## config.mk

```make
export PLATFORM = sky130hd
export DESIGN_NAME = fill_sequencer_flat
export DESIGN_NICKNAME = d
export VERILOG_FILES = /design/src/rtl/fill_sequencer_if.sv /design/src/rtl/fill_sequencer.sv /design/src/flat_wrapper.sv
export SDC_FILE = /design/constraint.sdc
export NUM_CORES = 1
export LEC_CHECK = 0
export CAP_MARGIN = 20
export CORE_MARGIN = 1.5
export CORE_UTILIZATION = 30
export DETAILED_ROUTE_END_ITERATION = 16
export HOLD_SLACK_MARGIN = 0.05
export SLEW_MARGIN = 5
export SYNTH_ARGS = -nofsm -noshare
export SYNTH_HDL_FRONTEND = slang
export SYNTH_SLANG_ARGS = --single-unit
```

## constraint.sdc

```tcl
create_clock -name clk_1khz -period 2.95 [get_ports clk_1khz]
set_clock_uncertainty 0.15 [all_clocks]
set_input_delay 0.4425 -clock clk_1khz [delete_from_list [all_inputs] [get_ports clk_1khz]]
set_output_delay 0.4425 -clock clk_1khz [all_outputs]
set_load 0.01 [all_outputs]
```

## src/rtl/fill_sequencer_if.sv

```systemverilog
// Handshake/bus bundle between the settings front-end and the fill sequencer.
// master = front-end / display side, slave = fill_sequencer. pause exists only with PAUSE_EN.
interface fill_sequencer_if;
  logic       start;
  logic       estop;
  logic [9:0] target_pills;
  logic [6:0] target_bottles;
  logic       pill_pulse;
  logic       bottle_in_place;
  logic       hopper_empty;
  logic       ack_fault;
`ifdef PAUSE_EN
  logic       pause;
`endif
  logic       conveyor_run;
  logic       gate_open;
  logic [9:0] pill_count;
  logic [6:0] bottle_count;
  logic       bottle_done;
  logic       batch_done;
  logic       fault;
  logic [1:0] fault_code;
  logic [2:0] state;

  modport master (
`ifdef PAUSE_EN
    output pause,
`endif
    output start, estop, target_pills, target_bottles,
    output pill_pulse, bottle_in_place, hopper_empty, ack_fault,
    input  conveyor_run, gate_open, pill_count, bottle_count,
    input  bottle_done, batch_done, fault, fault_code, state
  );

  modport slave (
`ifdef PAUSE_EN
    input  pause,
`endif
    input  start, estop, target_pills, target_bottles,
    input  pill_pulse, bottle_in_place, hopper_empty, ack_fault,
    output conveyor_run, gate_open, pill_count, bottle_count,
    output bottle_done, batch_done, fault, fault_code, state
  );
endinterface

```

## src/rtl/fill_sequencer.sv

```systemverilog
// Bottle-fill line sequencer: advance -> fill -> settle per bottle, with
// estop / hopper-starved / conveyor-stall faults. Ports: clk_1khz, clr
// (async active-high), bus (fill_sequencer_if.slave). Optional PAUSE_EN adds
// bus.pause which freezes ADVANCE/FILL with actuators off.
module fill_sequencer #(
  parameter int CONV_TIMEOUT   = 3000,
  parameter int HOPPER_TIMEOUT = 2000,
  parameter int SETTLE_CYC     = 50
) (
  input logic         clk_1khz,
  input logic         clr,
  fill_sequencer_if.slave bus
);

  localparam logic [2:0] S_IDLE   = 3'd0;
  localparam logic [2:0] S_ADV    = 3'd1;
  localparam logic [2:0] S_FILL   = 3'd2;
  localparam logic [2:0] S_SETTLE = 3'd3;
  localparam logic [2:0] S_DONE   = 3'd4;
  localparam logic [2:0] S_ERROR  = 3'd5;

  localparam int TW = 16;
  localparam logic [TW-1:0] CONV_LAST = TW'(CONV_TIMEOUT - 1);
  localparam logic [TW-1:0] HOP_LAST  = TW'(HOPPER_TIMEOUT - 1);
  localparam logic [TW-1:0] SET_LAST  = TW'(SETTLE_CYC - 1);

  logic [2:0]    st, st_n;
  logic [TW-1:0] tmr, tmr_n;
  logic [9:0]    pc, pc_n, tp, tp_n;
  logic [6:0]    bc, bc_n, tb, tb_n;
  logic          seen, seen_n;
  logic [1:0]    code, code_n;
  logic          bdone_n;
  logic          conv_q, gate_q, bdone_q, batch_q, fault_q;
  logic          paused, go;
  logic [9:0]    pc_inc;
  logic [6:0]    bc_inc;

`ifdef PAUSE_EN
  assign paused = bus.pause;
`else
  assign paused = 1'b0;
`endif

  assign go = bus.start
           && (bus.target_pills   >= 10'd1) && (bus.target_pills   <= 10'd999)
           && (bus.target_bottles >= 7'd1)  && (bus.target_bottles <= 7'd99);

  assign pc_inc = pc + 10'd1;
  assign bc_inc = bc + 7'd1;

  always_comb begin
    st_n    = st;
    tmr_n   = tmr;
    pc_n    = pc;
    bc_n    = bc;
    tp_n    = tp;
    tb_n    = tb;
    seen_n  = seen;
    code_n  = code;
    bdone_n = 1'b0;
    if (bus.estop && st != S_ERROR) begin
      st_n   = S_ERROR;
      code_n = 2'd1;
    end else begin
      unique case (st)
        S_IDLE, S_DONE: begin
          if (go) begin
            tp_n   = bus.target_pills;
            tb_n   = bus.target_bottles;
            pc_n   = '0;
            bc_n   = '0;
            seen_n = 1'b1;
            tmr_n  = '0;
            st_n   = S_ADV;
          end
        end
        S_ADV: begin
          if (!paused) begin
            // entering FILL needs a fresh arrival, not a bottle left in place
            if (bus.bottle_in_place && seen) begin
              st_n  = S_FILL;
              tmr_n = '0;
            end else if (tmr == CONV_LAST) begin
              st_n   = S_ERROR;
              code_n = 2'd3;
            end else begin
              tmr_n = tmr + 1'b1;
              if (!bus.bottle_in_place) seen_n = 1'b1;
            end
          end
        end
        S_FILL: begin
          if (bus.pill_pulse) begin
            pc_n  = pc_inc;
            tmr_n = '0;
            if (pc_inc == tp) st_n = S_SETTLE;
          end else if (!paused) begin
            if (!bus.hopper_empty) begin
              tmr_n = '0;
            end else if (tmr == HOP_LAST) begin
              st_n   = S_ERROR;
              code_n = 2'd2;
            end else begin
              tmr_n = tmr + 1'b1;
            end
          end
        end
        S_SETTLE: begin
          if (tmr == SET_LAST) begin
            bc_n    = bc_inc;
            bdone_n = 1'b1;
            pc_n    = '0;
            seen_n  = 1'b0;
            tmr_n   = '0;
            st_n    = (bc_inc == tb) ? S_DONE : S_ADV;
          end else begin
            tmr_n = tmr + 1'b1;
          end
        end
        S_ERROR: begin
          if (bus.ack_fault && !bus.estop) begin
            st_n   = S_IDLE;
            code_n = 2'd0;
            pc_n   = '0;
            bc_n   = '0;
            tmr_n  = '0;
          end
        end
        default: begin
          st_n  = S_IDLE;
          tmr_n = '0;
        end
      endcase
    end
  end

  always_ff @(posedge clk_1khz or posedge clr) begin
    if (clr) begin
      st      <= S_IDLE;
      tmr     <= '0;
      pc      <= '0;
      bc      <= '0;
      tp      <= 10'd1;
      tb      <= 7'd1;
      seen    <= 1'b0;
      code    <= 2'd0;
      conv_q  <= 1'b0;
      gate_q  <= 1'b0;
      bdone_q <= 1'b0;
      batch_q <= 1'b0;
      fault_q <= 1'b0;
    end else begin
      st      <= st_n;
      tmr     <= tmr_n;
      pc      <= pc_n;
      bc      <= bc_n;
      tp      <= tp_n;
      tb      <= tb_n;
      seen    <= seen_n;
      code    <= code_n;
      conv_q  <= (st_n == S_ADV) && !paused;
      gate_q  <= (st_n == S_FILL) && !paused;
      bdone_q <= bdone_n;
      batch_q <= (st_n == S_DONE);
      fault_q <= (st_n == S_ERROR);
    end
  end

  assign bus.state        = st;
  assign bus.pill_count   = pc;
  assign bus.bottle_count = bc;
  assign bus.fault_code   = code;
  assign bus.conveyor_run = conv_q;
  assign bus.gate_open    = gate_q;
  assign bus.bottle_done  = bdone_q;
  assign bus.batch_done   = batch_q;
  assign bus.fault        = fault_q;

endmodule
```

## src/flat_wrapper.sv

```systemverilog
// flat-port wrapper written by rule: the top's interface ports become plain ports
module fill_sequencer_flat 
#(
  parameter int CONV_TIMEOUT   = 3000,
  parameter int HOPPER_TIMEOUT = 2000,
  parameter int SETTLE_CYC     = 50
)
  (clk_1khz, clr, bus_start, bus_estop, bus_target_pills, bus_target_bottles, bus_pill_pulse, bus_bottle_in_place, bus_hopper_empty, bus_ack_fault, bus_conveyor_run, bus_gate_open, bus_pill_count, bus_bottle_count, bus_bottle_done, bus_batch_done, bus_fault, bus_fault_code, bus_state);
  fill_sequencer_if bus_i ();
  input logic clk_1khz;
  input logic clr;
  input wire logic [$bits(bus_i.start)-1:0] bus_start;
  input wire logic [$bits(bus_i.estop)-1:0] bus_estop;
  input wire logic [$bits(bus_i.target_pills)-1:0] bus_target_pills;
  input wire logic [$bits(bus_i.target_bottles)-1:0] bus_target_bottles;
  input wire logic [$bits(bus_i.pill_pulse)-1:0] bus_pill_pulse;
  input wire logic [$bits(bus_i.bottle_in_place)-1:0] bus_bottle_in_place;
  input wire logic [$bits(bus_i.hopper_empty)-1:0] bus_hopper_empty;
  input wire logic [$bits(bus_i.ack_fault)-1:0] bus_ack_fault;
  output wire logic [$bits(bus_i.conveyor_run)-1:0] bus_conveyor_run;
  output wire logic [$bits(bus_i.gate_open)-1:0] bus_gate_open;
  output wire logic [$bits(bus_i.pill_count)-1:0] bus_pill_count;
  output wire logic [$bits(bus_i.bottle_count)-1:0] bus_bottle_count;
  output wire logic [$bits(bus_i.bottle_done)-1:0] bus_bottle_done;
  output wire logic [$bits(bus_i.batch_done)-1:0] bus_batch_done;
  output wire logic [$bits(bus_i.fault)-1:0] bus_fault;
  output wire logic [$bits(bus_i.fault_code)-1:0] bus_fault_code;
  output wire logic [$bits(bus_i.state)-1:0] bus_state;
  assign bus_i.start = bus_start;
  assign bus_i.estop = bus_estop;
  assign bus_i.target_pills = bus_target_pills;
  assign bus_i.target_bottles = bus_target_bottles;
  assign bus_i.pill_pulse = bus_pill_pulse;
  assign bus_i.bottle_in_place = bus_bottle_in_place;
  assign bus_i.hopper_empty = bus_hopper_empty;
  assign bus_i.ack_fault = bus_ack_fault;
  assign bus_conveyor_run = bus_i.conveyor_run;
  assign bus_gate_open = bus_i.gate_open;
  assign bus_pill_count = bus_i.pill_count;
  assign bus_bottle_count = bus_i.bottle_count;
  assign bus_bottle_done = bus_i.bottle_done;
  assign bus_batch_done = bus_i.batch_done;
  assign bus_fault = bus_i.fault;
  assign bus_fault_code = bus_i.fault_code;
  assign bus_state = bus_i.state;
  fill_sequencer #(.CONV_TIMEOUT(CONV_TIMEOUT), .HOPPER_TIMEOUT(HOPPER_TIMEOUT), .SETTLE_CYC(SETTLE_CYC)) u_core (.clk_1khz(clk_1khz), .clr(clr), .bus(bus_i));
endmodule
```

# After elaboration in Yosys (flattened, before gate mapping)

Index checks and enable logic that the tools add are counted.

Flip-flop bits (word level): 61
Bits of input ports: 25
Output and inout bits: 27
Logic and storage cells: 118

Add/subtract/negate cells: 3
Magnitude comparators: 4
Equal/unequal tests: 30
Multiplexer cells: 47
Bitwise operators: 1
Reduce and logical (&&, ||, !) cells: 20

Operators with widths:

| kind                                                                | number |
|---|---|
| two-way mux 16 bit                                                  | 8 |
| one-hot mux 16 bit (5 select lines)                                 | 1 |
| two-way mux 10 bit                                                  | 4 |
| one-hot mux 10 bit (4 select lines)                                 | 1 |
| two-way mux 3 bit                                                   | 11 |
| two-way mux 7 bit                                                   | 3 |
| one-hot mux 7 bit (3 select lines)                                  | 1 |
| adder 16 x 1 -> 16 bit (second input constant)                      | 1 |
| equality test 16 x 11 -> 1 bit (second input constant)              | 1 |
| equality test 16 x 12 -> 1 bit (second input constant)              | 1 |
| equality test 16 x 6 -> 1 bit (second input constant)               | 1 |
| one-hot mux 3 bit (5 select lines)                                  | 1 |
| two-way mux 2 bit                                                   | 7 |
| AND reduction 7 bit                                                 | 2 |
| equality test 3 bit (second input constant)                         | 4 |
| != test 3 x 2 -> 1 bit (second input constant)                      | 4 |
| adder 10 x 1 -> 10 bit (second input constant)                      | 1 |
| equality test 10 bit                                                | 1 |
| greater-or-equal comparator 10 x 1 -> 1 bit (second input constant) | 1 |
| <= comparator 10 bit (second input constant)                        | 1 |
| AND reduction 5 bit                                                 | 2 |
| equality test 3 x 2 -> 1 bit (second input constant)                | 3 |
| != test 3 x 1 -> 1 bit (second input constant)                      | 3 |
| two-way mux 1 bit                                                   | 8 |
| 20 further kinds                                                    | 34 |

# Depth between registers and ports, before layout

Depth in word-level cells: 9
Gate-level depth with buffers: 9
Gate-level depth less buffers: 8

# Least setup slack after synthesis

Ideal clock, no wire load.

Path kind: reg-to-reg
Start: reg u_core.pc[0] (netlist: u_core.bus.pill_count[0])
End: reg u_core.conv_q (netlist: u_core.bus.conveyor_run)
Library setup time: 0.067 ns
Arrival: 2.397 ns
Required time: 2.733 ns
Slack: 0.335 ns
Stages on the path, launching flop included: 7
Path buffers: 0
Clock period less this slack: 2.615 ns
Cell sequence: dfrtp_1 -> ha_1 -> or3_1 -> a32o_1 -> or4_1 -> a311oi_1 -> o2111a_1

Word-level cells in the longest chain between the ends: 7

Ends and longest elaborated chain:

| what                               | line                  | source |
|---|---|---|
| start, declared                    | fill_sequencer.sv:29  | `logic [9:0] pc, pc_n, tp, tp_n;` |
| start signal, assigned             | fill_sequencer.sv:156 | `pc <= pc_n;` |
| adder 10 x 1 -> 10 bit             | fill_sequencer.sv:49  | `assign pc_inc = pc + 10'd1;` |
| equality test 10 bit               | fill_sequencer.sv:97  | `if (pc_inc == tp) st_n = S_SETTLE;` |
| two-way mux 3 bit                  | fill_sequencer.sv:97  |  |
| two-way mux 3 bit                  | fill_sequencer.sv:94  | `if (bus.pill_pulse) begin` |
| one-hot mux 3 bit (5 select lines) | fill_sequencer.sv:66  | `unique case (st)` |
| two-way mux 3 bit                  | fill_sequencer.sv:62  | `if (bus.estop && st != S_ERROR) begin` |
| equality test 3 x 1 -> 1 bit       | fill_sequencer.sv:162 | `conv_q <= (st_n == S_ADV) && !paused;` |
| end signal, assigned               | fill_sequencer.sv:162 |  |
| end, declared                      | fill_sequencer.sv:34  | `logic conv_q, gate_q, bdone_q, batch_q, fault_q;` |

No other way between the ends.
A chain may end at the register's enable or synchronous reset.

# Final worst setup path

Start: reg u_core.tmr[12]
End: reg u_core.st[0] (netlist: u_core.bus.state[0])

Word-level cells in the longest chain between the ends: 6
Elaborated cells on any way between the ends: 11
Classes of those cells: 3 x eq/ne; 8 x mux

Ends and longest elaborated chain:

| what                                   | line                  | source |
|---|---|---|
| start, declared                        | fill_sequencer.sv:28  | `logic [TW-1:0] tmr, tmr_n;` |
| start signal, assigned                 | fill_sequencer.sv:155 | `tmr <= tmr_n;` |
| equality test 16 x 11 -> 1 bit         | fill_sequencer.sv:101 | `end else if (tmr == HOP_LAST) begin` |
| two-way mux 3 bit                      | fill_sequencer.sv:101 |  |
| two-way mux 3 bit                      | fill_sequencer.sv:99  | `if (!bus.hopper_empty) begin` |
| two-way mux 3 bit                      | fill_sequencer.sv:94  |  |
| one-hot mux 3 bit (5 select lines) (*) | fill_sequencer.sv:66  |  |
| two-way mux 3 bit (*)                  | fill_sequencer.sv:62  |  |
| named net u_core.st_n[0]               | fill_sequencer.sv:27  | `logic [2:0] st, st_n;` |
| end signal, assigned                   | fill_sequencer.sv:154 | `st <= st_n;` |
| end, declared                          | fill_sequencer.sv:27  |  |

Mark *: on every way through the listed nets, which the timed path passes. The rest lies on a longest branch.

==> metrics.txt <==
vias per cell about 5.3; # setup viols final 0; Slew Limit Fails 0; CP Capture Point u_core.bus.state[0]$_DFF_PP0_; Post-synth EDFFs 0; cell with the most instances after synthesis dfrtp_1; clock-pin slew on the worst setup and hold paths 0.05 ns; Root Driver clkbuf_16; power per cell area a little over 700 nW/um^2; CTS H-tree depth 3; Post-Synth Simple-Gate Area between 20% and 30%; Post-Synth Adder-Cell Area under 10%; Final Worst Setup Slack ~0.12 ns; area leader, netlist dfrtp_1; Compound-Gate Fraction of Synth Area between 10% and 20%; Worst slew margin a little under two thirds; internal reg-to-reg setup slack about 0.12 ns; CP Max Fanout 5; remaining global-route overflow 0; Remaining DRCs 0; Final Wtd Congestion between 0.8 and 0.9; CP startpoint u_core.tmr[12]$_DFFE_PP0P_; crit start category register; critical path arrival ~2.9 ns; final hold slack between 0.3 and 0.4 ns; most area-consuming cells after synthesis dfrtp_1, mux2_2, o21ai_0; CTS Hold Bufs 0; vias in the first global route about 3300; vias post-DR between 3000 and 4000; Synth Area in XOR/XNOR approximately 3.7%; Tightest Pin Transition 0.543 ns; Skew-Pair Late Insertion Delay 0.33 ns; YS warnings 0; Initial DRC Count 243; Mapped Area between 3000 and 4000 sq um; Ant. Diodes 0; first-pass GRT wire length around 17000 um; initial antenna violation count 0; outcome finished, final reports clean; Port Buffers ~50; top post-synthesis cells by count dfrtp_1, o21ai_0, nand2_1; dpl hpwl around 7600 um; total of max-cap violations 0; drt wl/cell approximately 16 um; Total Wirelength between 10000 and 15000 um; area of the core around 12000 sq um; Starting Density a little under a third; total power 3.53 mW; Syn Inst Count between 400 and 500; Synth Flop Type dfrtp_1; Worst EP required approximately 3.0 ns; maximum VDD drop 0.329 mV; total nets after synthesis between 400 and 500; 1st-pass router iterations 5; setup bufs post-CTS 0; crit end category register; gr usage total about 16%; Crit Path Class reg2reg; num ports 52; Final Cycle Share a little over nine tenths; post-synthesis register bit count just over 60; final number of hold-violating endpoints 0; TritonCTS clock tree done; DP Worst Slack -0.0829 ns; CTS Buf Count 9; P_leak ~2 nW; antenna-violating nets left 0; share of layout cells above drive strength 1 between 15 and 20%; multiplexer area fraction after synthesis approximately 5.1%; clk buf depth 2; largest net degree at the start of global routing 31; Area Overhead vs Synth 32.1%; die height roughly 110 um; post-synthesis sequential area ratio between 40% and 50%; post-synth cell types 64; worst r2r path cells 6; Avg Inst Size Synth 9.25 sq um; row count 40; die area 13200 sq um; FFs w/ async S/R, synth between 90% and 100%; clk sinks between 60 and 70; largest family of logic cells by synthesized area simple AND/OR/NAND/NOR gates; RSZ-0062 raised after global routing no; HP Class in2async; nets 504; r2r startpoint u_core.tmr[12]$_DFFE_PP0P_; fin crit period ~2.8 ns; Max Fclk around 350 MHz; Synth top area share about two fifths; r2r endpoint u_core.bus.state[0]$_DFF_PP0_; die width 115 um
-- worst min path at each step --
stage | from | cells after the start | to
floorplan | u_core.tmr[15]$_DFFE_PP0P_ | 1 | u_core.tmr[15]$_DFFE_PP0P_
finish | clr | 2 | u_core.bus.pill_count[6]$_DFFE_PP0P_
global placement | u_core.tmr[15]$_DFFE_PP0P_ | 1 | u_core.tmr[15]$_DFFE_PP0P_
global route | clr | 2 | u_core.bus.pill_count[3]$_DFFE_PP0P_
CTS | clr | 2 | u_core.tp[2]$_DFFE_PP0P_
detailed placement | u_core.tmr[15]$_DFFE_PP0P_ | 1 | u_core.tmr[15]$_DFFE_PP0P_
-- layout make-up --
class	count	area, sq um
multi-input combinational	314	2100
tap	168	210
timing repair buffer	80	753
clock buffer	9	225
inverter	9	33.8
sequential	61	1530
clock inverter	7	98.8
fill	1180	7160
-- stage by stage --
| stage | instance area, sq um | instances | setup TNS (ns) | utilization [%] |
|---|---|---|---|---|
| 2_1_floorplan | 3740 | 405 | 0 | - |
| 3_3_place_gp | 4610 | 632 | -0.0945 | 38.1 |
| 3_5_place_dp | 4610 | 632 | -0.118 | 38.1 |
| 4_1_cts | 4940 | 648 | 0 | 40.8 |
| 5_1_grt | 4950 | 648 | 0 | 40.9 |
| 6_report | 4950 | 648 | 0 | 40.9 |
-- power by group --
part / switching, mW / internal, mW
combinational: 0.553 / 0.580
sequential: 0.230 / 1.03
clock: 0.394 / 0.743
total: 1.18 / 2.35
-- state kept, by name, indices dropped and copies added (netlist names) --
signal and flops:
u_core.bus.bottle_done 1, u_core.tp 10, u_core.seen 1, u_core.bus.pill_count 10
u_core.bus.bottle_count 7, u_core.bus.conveyor_run 1, u_core.bus.gate_open 1, u_core.bus.fault_code 2
u_core.bus.fault 1, u_core.bus.batch_done 1, u_core.bus.state 3, u_core.tb 7
u_core.tmr 16
-- kinds of logic after synthesis --
family,Yosys count
xor gates and xnor gates,16
and+or+nand+nor,165
buffers and inverters,30
AOI/OAI and AO/OA,111
adders and majority gates,5
muxes,17
DFF,61
-- layout by cell type (no fill, tap or decap), types with 3 or more instances in the layout --
cell type	n
nor2_1	22
nor3_1	10
o21ai_0	38
nand2b_1	13
or4_1	3
and3_1	8
o31ai_1	10
mux2_2	17
nand4_1	9
nand3_1	17
inv_1	8
clkbuf_16	9
a21oi_1	13
nor3b_1	5
o41ai_1	4
and4_1	5
buf_4	27
a31oi_1	13
nand3b_1	4
ha_1	3
dfrtp_1	59
nand2_1	27
or3_1	9
nor4_1	7
xor2_1	7
xnor2_1	9
clkdlybuf4s50_1	51
and2_1	6
o2111ai_1	3
a21o_1	3
nor2b_1	6
-- worst max-delay path, stage by stage (launching register included) --
cell and delay [ns]:
dfrtp_1 0.41, or4_4 0.59, nor4_1 0.28, o2111ai_1 0.19, nor4b_2 0.39, o21ai_0 0.28, or3_1 0.41
-- per-layer routing --
metal / GRT usage [%] / up-vias / wire length, um
li1: - / 1669 / -
met1: 23.4 / 1670 / 5080
met2: 24.2 / 80 / 4630
met3: 2.49 / 6 / 417
met4: 6.17 / 0 / 119
met5: 0 / - / 0
-- timing repair --
item	CTS	global route
endpoints found under the hold margin	0	0
gates cloned	0	0
gates resized for setup	1	4
endpoints found under the setup margin	3	6
Power figures use the tool's default switching activity.
